===== config.mk =====
export PLATFORM = sky130hd
export DESIGN_NAME = exp_range_sel
export DESIGN_NICKNAME = d
export VERILOG_FILES = /design/src/rtl/exp_range_sel.sv
export SDC_FILE = /design/constraint.sdc
export NUM_CORES = 1
export LEC_CHECK = 0
export ABC_AREA = 1
export BUFFER_PORTS_ARGS = -buffer_cell sky130_fd_sc_hd__buf_2
export CAP_MARGIN = 10
export CORE_ASPECT_RATIO = 2
export CORE_MARGIN = 4
export CORE_UTILIZATION = 55
export CTS_CLUSTER_DIAMETER = 100
export CTS_CLUSTER_SIZE = 25
export DETAILED_ROUTE_END_ITERATION = 6
export GPL_TIMING_DRIVEN = 0
export PLACE_DENSITY = 0.75
export SYNTH_ARGS = -nofsm -noshare
export SYNTH_HDL_FRONTEND = slang
export SYNTH_SLANG_ARGS = --single-unit

===== constraint.sdc =====
create_clock -name clk -period 3.1 [get_ports clk]
set_input_delay 0.62 -clock clk [delete_from_list [all_inputs] [get_ports clk]]
set_output_delay 0.62 -clock clk [all_outputs]
set_load 0.1 [all_outputs]

===== src/rtl/exp_range_sel.sv =====
// Range-reduction index generator for the exponential datapath.
// Emits one integer token (k), one token per selected ln(1+2^-j), then the residual.
module exp_range_sel #(
    parameter int W     = 15,
    parameter int FRAC  = 11,
    parameter int IDX_W = 5,
    parameter int LN2_Q = 1419,
    parameter int N_FRA = 11,
    parameter logic [((N_FRA > 0) ? N_FRA : 1)*W-1:0] LNF_TAB = {
        15'd1,   15'd2,   15'd4,   15'd8,   15'd16,  15'd32,
        15'd63,  15'd124, 15'd241, 15'd457, 15'd830
    }
) (
    input  logic             clk,
    input  logic             rst_n,
    input  logic             in_valid,
    output logic             in_ready,
    input  logic [W-1:0]     in_data,
    output logic             out_valid,
    input  logic             out_ready,
    output logic [IDX_W-1:0] out_i,
    output logic             out_int_or_fra,
    output logic             out_last,
    output logic [W-1:0]     out_resid,
    output logic             out_ovf
);

    typedef enum logic [2:0] {
        S_IDLE,
        S_INT,
        S_INT_OUT,
        S_FRA,
        S_FRA_OUT,
        S_LAST
    } state_t;

    localparam logic [W-1:0]     LN2    = W'(LN2_Q);
    localparam logic [IDX_W-1:0] KMAX   = '1;
    localparam logic [IDX_W-1:0] JMAX   = IDX_W'(N_FRA);
    localparam bit               NO_FRA = (N_FRA == 0);

    if (FRAC > W || N_FRA > 2**IDX_W - 1) begin : g_bad_cfg
        $error("exp_range_sel: FRAC must fit in W and N_FRA in IDX_W");
    end

    // Table indexed directly by j; slot 0 and slots past N_FRA are never used.
    logic [W-1:0] lnf_tab [2**IDX_W];

    for (genvar g = 0; g < 2**IDX_W; g++) begin : g_tab
        if (g >= 1 && g <= N_FRA) begin : g_used
            assign lnf_tab[g] = LNF_TAB[(g-1)*W +: W];
        end else begin : g_unused
            assign lnf_tab[g] = '0;
        end
    end

    state_t           state;
    logic [W-1:0]     r;
    logic [IDX_W-1:0] k;
    logic [IDX_W-1:0] j;
    logic [W-1:0]     lnf_cur;
    logic             int_go;
    logic             fra_hit;

    assign lnf_cur = lnf_tab[j];
    assign int_go  = (r >= LN2) && (k != KMAX);
    assign fra_hit = (r >= lnf_cur);

    always_ff @(posedge clk) begin
        if (!rst_n) begin
            state          <= S_IDLE;
            r              <= '0;
            k              <= '0;
            j              <= '0;
            in_ready       <= 1'b1;
            out_valid      <= 1'b0;
            out_i          <= '0;
            out_int_or_fra <= 1'b0;
            out_last       <= 1'b0;
            out_resid      <= '0;
            out_ovf        <= 1'b0;
        end else begin
            unique case (state)
                S_IDLE: begin
                    if (in_valid) begin
                        r        <= in_data;
                        k        <= '0;
                        j        <= IDX_W'(1);
                        out_ovf  <= 1'b0;
                        in_ready <= 1'b0;
                        state    <= S_INT;
                    end
                end
                S_INT: begin
                    if (int_go) begin
                        r <= r - LN2;
                        k <= k + IDX_W'(1);
                    end else begin
                        out_ovf        <= (r >= LN2);
                        out_valid      <= 1'b1;
                        out_int_or_fra <= 1'b1;
                        out_i          <= k;
                        state          <= S_INT_OUT;
                    end
                end
                S_INT_OUT: begin
                    if (out_ready) begin
                        out_int_or_fra <= 1'b0;
                        out_i          <= '0;
                        if (NO_FRA) begin
                            out_last  <= 1'b1;
                            out_resid <= r;
                            state     <= S_LAST;
                        end else begin
                            out_valid <= 1'b0;
                            state     <= S_FRA;
                        end
                    end
                end
                S_FRA: begin
                    if (fra_hit) begin
                        r         <= r - lnf_cur;
                        out_valid <= 1'b1;
                        out_i     <= j;
                        state     <= S_FRA_OUT;
                    end else if (j == JMAX) begin
                        out_valid <= 1'b1;
                        out_last  <= 1'b1;
                        out_resid <= r;
                        out_i     <= '0;
                        state     <= S_LAST;
                    end else begin
                        j <= j + IDX_W'(1);
                    end
                end
                S_FRA_OUT: begin
                    if (out_ready) begin
                        out_i <= '0;
                        if (j == JMAX) begin
                            out_last  <= 1'b1;
                            out_resid <= r;
                            state     <= S_LAST;
                        end else begin
                            out_valid <= 1'b0;
                            j         <= j + IDX_W'(1);
                            state     <= S_FRA;
                        end
                    end
                end
                S_LAST: begin
                    if (out_ready) begin
                        out_valid <= 1'b0;
                        out_last  <= 1'b0;
                        out_resid <= '0;
                        out_ovf   <= 1'b0;
                        in_ready  <= 1'b1;
                        state     <= S_IDLE;
                    end
                end
                default: state <= S_IDLE;
            endcase
        end
    end

endmodule


==> summary by stage, run 1 <==
Power
The sequential power share is 19.7%. The worst IR drop on VDD is 0.000722 V. The internal power of the cells is 2.55 mW. The reported leakage power is 2.49 nW. In this run, the combinational gates consume 71.0% of the power.

The clock network accounts for 9.3% of the total power. The total power of the final layout is 6.16 mW. The switching power is 3.62 mW. Net switching is 58.7% of the power. Dividing total power by cell area gives a power density of 1270 nW/um^2.

Logic synthesis
In the synthesized netlist, the number of instances is 724. By area the synthesized netlist is led by sky130_fd_sc_hd__dfxtp_1 (25%), sky130_fd_sc_hd__nand2_1 (18%), sky130_fd_sc_hd__nor2_1 (9.2%). The number of different library cells used by synthesis comes to 44. The register area share after synthesis is 24.9%. The share of the synthesized area in the top cell type is 24.9%.

The number of nets handed over by synthesis was 764. The Yosys step of the flow raised 0 warnings. The count of flip-flops with a built-in enable after synthesis is 0.

Of all cell types, the one taking the most synthesized area is sky130_fd_sc_hd__dfxtp_1. The post-synthesis area per instance is 5.89 sq um. The flip-flop cell with the highest count after synthesis is sky130_fd_sc_hd__dfxtp_1. The share of flip-flops with an asynchronous set or reset is 0%. The synthesis-stage register bit count is 53.

The netlist area before placement is 4270 sq um.

Global route
The pin count of the biggest net entering global routing is 16. The number of antenna violations at the first check in global routing is 0. The first-pass GRT wire length is 22.7 mm. Global routing finished with a remaining overflow of 0. The overall track demand over capacity in global routing is 31.2%.

The via count of the first global-routing pass came to 4,620.

Drt
The residual DRC count is 0. The routed length per instance is 16.7 um. The remaining number of nets flagged by the antenna check after routing is 0. The wire length on met3 is 654 um. In the detailed route, the total length drawn on met2 is 7.38 mm. The uppermost layer routed is met4. The number of iterations in the first detailed-routing pass is 7.

After the first detailed-routing iteration, the DRC count stood at 312. The via count is 4,863. Dividing the detail-routed via count by the number of cells gives 5.59. The detailed-route wire length is 14.6 mm. In the final routing, the length of wire on met1 measures 5.12 mm.

Floorplanning
44 I/O pins were placed. The floorplan has 45 rows. The starting density of the core is 56.1%. Measured along the x axis, the die boundary spans 70.3 um. The die covers 9310 sq um. The floorplan step defined a core boundary enclosing 7600 sq um. The height of the die is 133 um.

Cells and area
Summing all multi-input logic gate instances after layout gives 2800 sq um. The number of antenna diodes is 0. The post-synthesis to final-layout area growth is 13.9%. The layout has 778 filler cells. In the final layout, the share of cells above drive strength 1 is 14.4%. The leading cell type in the layout, fill and taps excluded is sky130_fd_sc_hd__nand2_1. The total area of sequential cells is 1070 sq um. Leaving out fill and tap cells, the most frequent cells in the layout are sky130_fd_sc_hd__nand2_1 (207), sky130_fd_sc_hd__nor2_1 (101), sky130_fd_sc_hd__inv_1 (81).

The final standard cell count with taps included and fillers excluded is 870. The number of nets in the final layout is 816.

Worst setup path
The kind of start point of the critical path is a flop. The critical path capture point type is a flop. The worst setup path is of the reg -> reg kind. The worst reg2reg path startpoint is j[2]. At the worst endpoint, the required time is 3.29 ns. Data on the critical path arrives at its endpoint at 3.08 ns. The launching element of the worst setup path is j[2]. Of all nets on the critical path, the largest fanout is 10.

Hold path
In this run the most critical hold path is launched from out_resid[3]. The min-delay analysis places its worst path in the category reg -> reg.

CTS
The master cell of the clock root buffer is sky130_fd_sc_hd__clkbuf_16. The TritonCTS clock tree is built. For this design, the CTS-stage hold fixing added 0 buffers.

The number of H-tree levels is 2. The register clock-pin slew on the reported worst setup and hold paths is 0.07 ns. The latest clock arrival within the worst-skew pair is 0.30 ns.

Counting every sink on the clock net gives 53. The number of buffers between clock root and the deepest sink is 2. The number of clock buffers added by TritonCTS is 5.

Timing
Across all setup checks in the final design, the least slack found is 0.213 ns. The worst-case clock skew is 0.00714 ns. The worst slew margin relative to its limit is 59.2%.

The max-slew violation count was 0. The minimum clock period after layout is 2.89 ns. Derived from the worst setup path, the maximum achievable clock frequency is 0.346 GHz.

The number of hold violations in the final report is 0. The final setup violation count is 0. Hold is met by 0.464 ns. The portion of the clock cycle consumed by the worst path in the final layout is 93.1%.

The transition time of the tightest slew-check pin is 0.613 ns.

Placed design
Routability-driven placement finished with a final weighted congestion of 0.969. During placement, the flow inserted port buffers numbering 43. The setup slack after placement is -0.289 ns.

The HPWL after detailed placement is 11.7 mm. Once placement completed, the tool counted placed cells totaling 861.

Run
The max-capacitance violation count is 0.

Run status
The flow ran to the end, and the final reports show no timing, DRC or antenna violations.
## power by group through the flow
stage / Combinational, mW / Sequential, mW / Clock (mW)
2_1_floorplan: 2.94 / 1.41 / 0
3_3_place_gp: 4.14 / 1.20 / 0
3_5_place_dp: 4.21 / 1.20 / 0
4_1_cts: 4.24 / 1.19 / 0.580
5_1_grt: 4.88 / 1.23 / 0.600
6_report: 4.38 / 1.21 / 0.574
## worst paths after layout
kind | endpoint | slack (ns) | cells after the start
setup / recovery | r[14] | 0.21 | 19
setup reg to reg | r[14] | 0.21 | 19
hold / removal | out_resid[3] | 0.46 | 2
hold reg to reg | out_resid[3] | 0.46 | 2
## sequential cells by signal, indices dropped and copies added (netlist names)
register,flops
out_valid,1
k,5
out_resid,15
r,15
state,3
in_ready,1
out_ovf,1
j,5
out_i,5
out_last,1
out_int_or_fra,1
## layer usage
layer  vias up  GRT usage, %
met3        83          3.65
met5         -             0
li1       2434             -
met4         0          27.7
met2       197          55.5
met1      2149          30.6
## worst max-delay path: stages, from the launching register on
cell,delay [ns]
sky130_fd_sc_hd__dfxtp_2,0.36
sky130_fd_sc_hd__buf_6,0.15
sky130_fd_sc_hd__clkinvlp_4,0.14
sky130_fd_sc_hd__ha_1,0.21
sky130_fd_sc_hd__o21ai_0,0.17
sky130_fd_sc_hd__a21oi_1,0.07
sky130_fd_sc_hd__ha_2,0.21
sky130_fd_sc_hd__fa_1,0.40
sky130_fd_sc_hd__inv_1,0.10
sky130_fd_sc_hd__nand2_1,0.09
sky130_fd_sc_hd__nand3_1,0.10
sky130_fd_sc_hd__nand3_1,0.12
sky130_fd_sc_hd__nand2_1,0.10
sky130_fd_sc_hd__nand2_1,0.11
sky130_fd_sc_hd__nand2_1,0.08
sky130_fd_sc_hd__nand2_1,0.05
sky130_fd_sc_hd__nand3_1,0.08
sky130_fd_sc_hd__nand3_1,0.09
sky130_fd_sc_hd__nor2_1,0.10
sky130_fd_sc_hd__nor2_1,0.05
## kinds of logic after synthesis
group / Yosys count / share of synthesized area (%)
adder cells (fa/ha/maj): 21 / 6.34
buffers and inverters: 120 / 11.2
flip-flops: 53 / 24.9
XOR/XNOR: 5 / 1.03
AND/OR/NAND/NOR: 425 / 43.3
AO/OA/AOI/OAI: 100 / 13.2
## stage by stage
step	area [sq um]	util, %	TNS [ns]
2_1_floorplan	4270	-	0
3_3_place_gp	4600	60.5	-7.67
6_report	4860	63.9	0
5_1_grt	4860	63.9	-0.0508
3_5_place_dp	4600	60.5	-8.74
4_1_cts	4760	62.6	0
## Yosys cell counts (all sizes together) (5+ instances only)
cell type	count
dfxtp	53
nor3	8
o21ai	31
a21oi	48
buf	19
nor2	110
xor2	5
ha	20
clkbuf	6
nand3	60
nand2	212
inv	94
o22ai	5
nand4	27
## what timing repair did
item                       CTS  global route
gates resized for setup      6            22
setup endpoints to repair   44            41
pin swaps                    0             3
hold endpoints to repair     0             0
buffers inserted             0             2
## cell type report
cell class | instances | share of cell area, %
repair buffers | 45 | 4.74
inverters | 95 | 7.42
clock inverters | 1 | 0.154
clock buffers | 6 | 2.86
plain buffers | 25 | 2.81
multi-input cells | 551 | 57.6
flip-flops and latches | 53 | 22.0
well taps | 94 | 2.42
Note: power is estimated with default switching activity, not from simulation.
==> run 2, diff against run 1 <==
CELL_PAD_IN_SITES_DETAIL_PLACEMENT = 0   (was unset)
CELL_PAD_IN_SITES_GLOBAL_PLACEMENT = 1   (was unset)
CORE_UTILIZATION = 41   (was 55)
PLACE_DENSITY = unset   (was 0.75)
PLACE_DENSITY_LB_ADDON = 0.1   (was unset)
==> run 2 against run 1 <==
  * Register-to-register slack worse by 0.05 ns
  * Critical path depth down 1
  * Worst setup slack worse by 0.049 ns
  * First-iteration DRC count up 0.64%
  * Largest cell class unchanged
  * Sequential share of layout area down 0.25 points
  * Wire length up 4.8%
  * Critical endpoint unchanged
  * Utilization down 15 points
  * Clock skew about the same
==> summary by stage, run 2 (synthesis gave the netlist of run 1 again) <==
Worst setup path
The cell with the largest stage delay on the worst path is sky130_fd_sc_hd__fa_1. The kind of start point of the critical path is a flop. In this run the critical register-to-register path is launched from j[1]. Of all nets on the critical path, the largest fanout is 8. The kind of cell with the highest combined delay along the critical path is adder cells. The buffering stage count on the worst path with inverters included is 1. The most common cell type on the critical path is sky130_fd_sc_hd__nand2_1.

For the worst setup path, the data arrival time is 3.13 ns. The maximum single-stage delay on the critical path is 0.42 ns. The worst register-to-register path has a depth of 18.

The critical path goes through ha_1, ha_1, o21ai_1, a21oi_1, ha_1, fa_1, inv_1, nand2_1, nand3_1, nand3_1, nand2_1, nand2_1, nand2_1, nand2_1, nand3_1, nand3_1, nor2_1, nor2_1. The reg-to-reg endpoint is r[14]. The setup check on the worst reg-to-reg path leaves a slack of 0.16 ns.

The class of the most critical setup path is reg -> reg. The critical path capture point type is a flop. STA puts the critical path data required time at 3.29 ns.

Cells and area
Relative to the synthesized area, the layout overhead comes to 15.5%. In the final layout, the registers with the most flip-flops are out_resid x15, r x15. 0 antenna diodes ended up in the layout. Leaving out fill and tap cells, the most frequent cell in the layout is sky130_fd_sc_hd__nand2_1. The library cells used most frequently in the layout, excluding fill and tap cells, are sky130_fd_sc_hd__nand2_1 (207), sky130_fd_sc_hd__nor2_1 (99), sky130_fd_sc_hd__inv_1 (81). In the final layout, the share of cells above drive strength 1 is 14.7%. Fill cells in the final layout number 1,150. The total area of sequential cells is 1070 sq um.

The number of nets in the final layout is 815. The final design instance area without fill is 4930 sq um. The area of the multi-input gates is 2790 sq um.

Timing
At the pin with the least slew margin, the transition time is 0.605 ns. The portion of the clock cycle consumed by the worst path in the final layout is 94.7%. Based on the critical path, the design can be clocked at up to 0.341 GHz.

The number of hold violations in the final report is 0. The clock period could shrink to 2.94 ns. The max-slew violation count was 0. The final setup violation count is 0. The worst slew margin relative to its limit is 59.7%. Clock skew on the completed layout was measured at 0.00666 ns.

Power
IR analysis of the VDD net gives a maximum drop of 0.000645 V. Summed over all cells, the static leakage comes to 2.50 nW. The clock network burns 10.5% of the power.

Net switching is 57.8% of the power. The total power per unit cell area is 1270 nW/um^2. The combinational share of power is 70.2%.

The total power of the final layout is 6.27 mW. The analysis attributes to net switching a power of 3.63 mW. The internal power of the cells totals 2.64 mW.

The sequential power share is 19.3%.

CTS
No sink is reached through more buffers than the 2 on the longest clock path. The count of hold buffers inserted by post-cts repair is 0. The register clock-pin slew on the reported worst setup and hold paths is 0.07 ns. The latest clock arrival within the worst-skew pair is 0.29 ns. The sink count of the clock tree is 53. CTS built an H-tree with a depth of 2.

The TritonCTS clock tree is built. TritonCTS created 5 clock buffers. The master cell of the clock root buffer is sky130_fd_sc_hd__clkbuf_16.

Placed design
After legalization and detailed placement, the total HPWL measured 12.5 mm. After detailed placement, the total cell area comes to 4650 sq um. The last weighted congestion value of the routability-driven placer is 0.939. The quantity of I/O buffers inserted on ports is 43.

Floorplanning
The core region is 10,100 sq um. The die covers 12,200 sq um. The height of the die is 152 um.

In this run the core area contains 52 standard-cell rows. Once the floorplan was initialized, standard cells occupied 42.0% of the core. The width of the chip is 80.1 um.

The count of boundary I/O pins is 44.

Drt
The routed length per instance is 16.8 um. The via count is 4,740. Before antenna repair, the detailed router went through 5 iterations.

The detailed-route wire length is 15.3 mm. Using the TritonRoute via totals, the vias-per-cell ratio works out to 5.20. The number of design-rule violations left by the first detailed-router iteration is 314. In this run the remaining antenna-violating nets after routing total 0. The residual DRC count is 0.

Hold path
The worst min-delay path startpoint is in_ready. The instance count along the most critical hold path is 2. The class of the worst hold path is reg -> reg. The capture endpoint of the worst hold path is in_ready.

Global route
The via count of the first global-routing pass is 4,705. The pin count of the biggest net entering global routing is 16. The number of antenna violations at the first check in global routing is 0. The overflow left after global routing is 0. The first global-routing pass estimated 24.0 mm of wire.

Global routing consumed, over all layers together, 25.4% of the routing resources.

Run
The max-capacitance violation count is 0.

Run status
The run finished with clean final reports.
==> run 2: final cells by class <==
class,instances,area share (%)
timing repair buffer,45,4.67
clock buffer,7,2.90
sequential,53,21.8
clock inverter,1,0.610
buffer,24,2.67
inverter,95,7.32
tap,135,3.43
multi-input combinational,551,56.6
==> run 2: worst min-delay path, cell delays in order, from the launching register on <==
cell and delay [ns]:
sky130_fd_sc_hd__dfxtp_1 0.33, sky130_fd_sc_hd__nand2_1 0.05, sky130_fd_sc_hd__nand3_1 0.05
==> run 2: how the worst max path moves through the flow <==
stage               from       endpoint  depth (start not counted)
floorplan           j[2]  out_resid[10]                         16
global placement    j[2]          r[10]                         17
detailed placement  j[2]          r[10]                         17
CTS                 j[1]          r[10]                         20
global route        j[1]   out_resid[0]                         16
finish              j[1]          r[14]                         18
==> run 2: what timing repair did <==
item                       CTS  global route
resized for setup            6            22
setup endpoints to repair   40            40
pin swaps                    0             0
setup buffers                0             2
==> run 2: metrics by stage <==
step           TNS (ns)  instances  setup slack (ns)  utilization, %  hold WS (ns)
2_1_floorplan         0        724             0.398               -         0.461
3_3_place_gp      -5.81        902            -0.301            45.8         0.439
3_5_place_dp      -6.86        902            -0.309            45.8         0.446
4_1_cts               0        909            0.0245            47.5         0.464
5_1_grt         -0.0110        911          -0.00658            48.5         0.487
6_report              0        911             0.164            48.5         0.455
==> run 2: layer usage <==
metal  up-vias  global-route usage, %  wire length (um)
met2       136                   45.9              7970
met4         0                   16.5              1160
li1       2439                      -                 -
met3        59                   2.66               510
met5         -                      0                 0
met1      2106                   26.7              5620
==> run 2: power groups by stage <==
stage          combinational [mW]  clock [mW]  sequential, mW
2_1_floorplan                2.94           0            1.41
3_3_place_gp                 4.21           0            1.21
3_5_place_dp                 4.26           0            1.21
4_1_cts                      4.28       0.672            1.20
5_1_grt                      4.99       0.697            1.23
6_report                     4.40       0.661            1.21
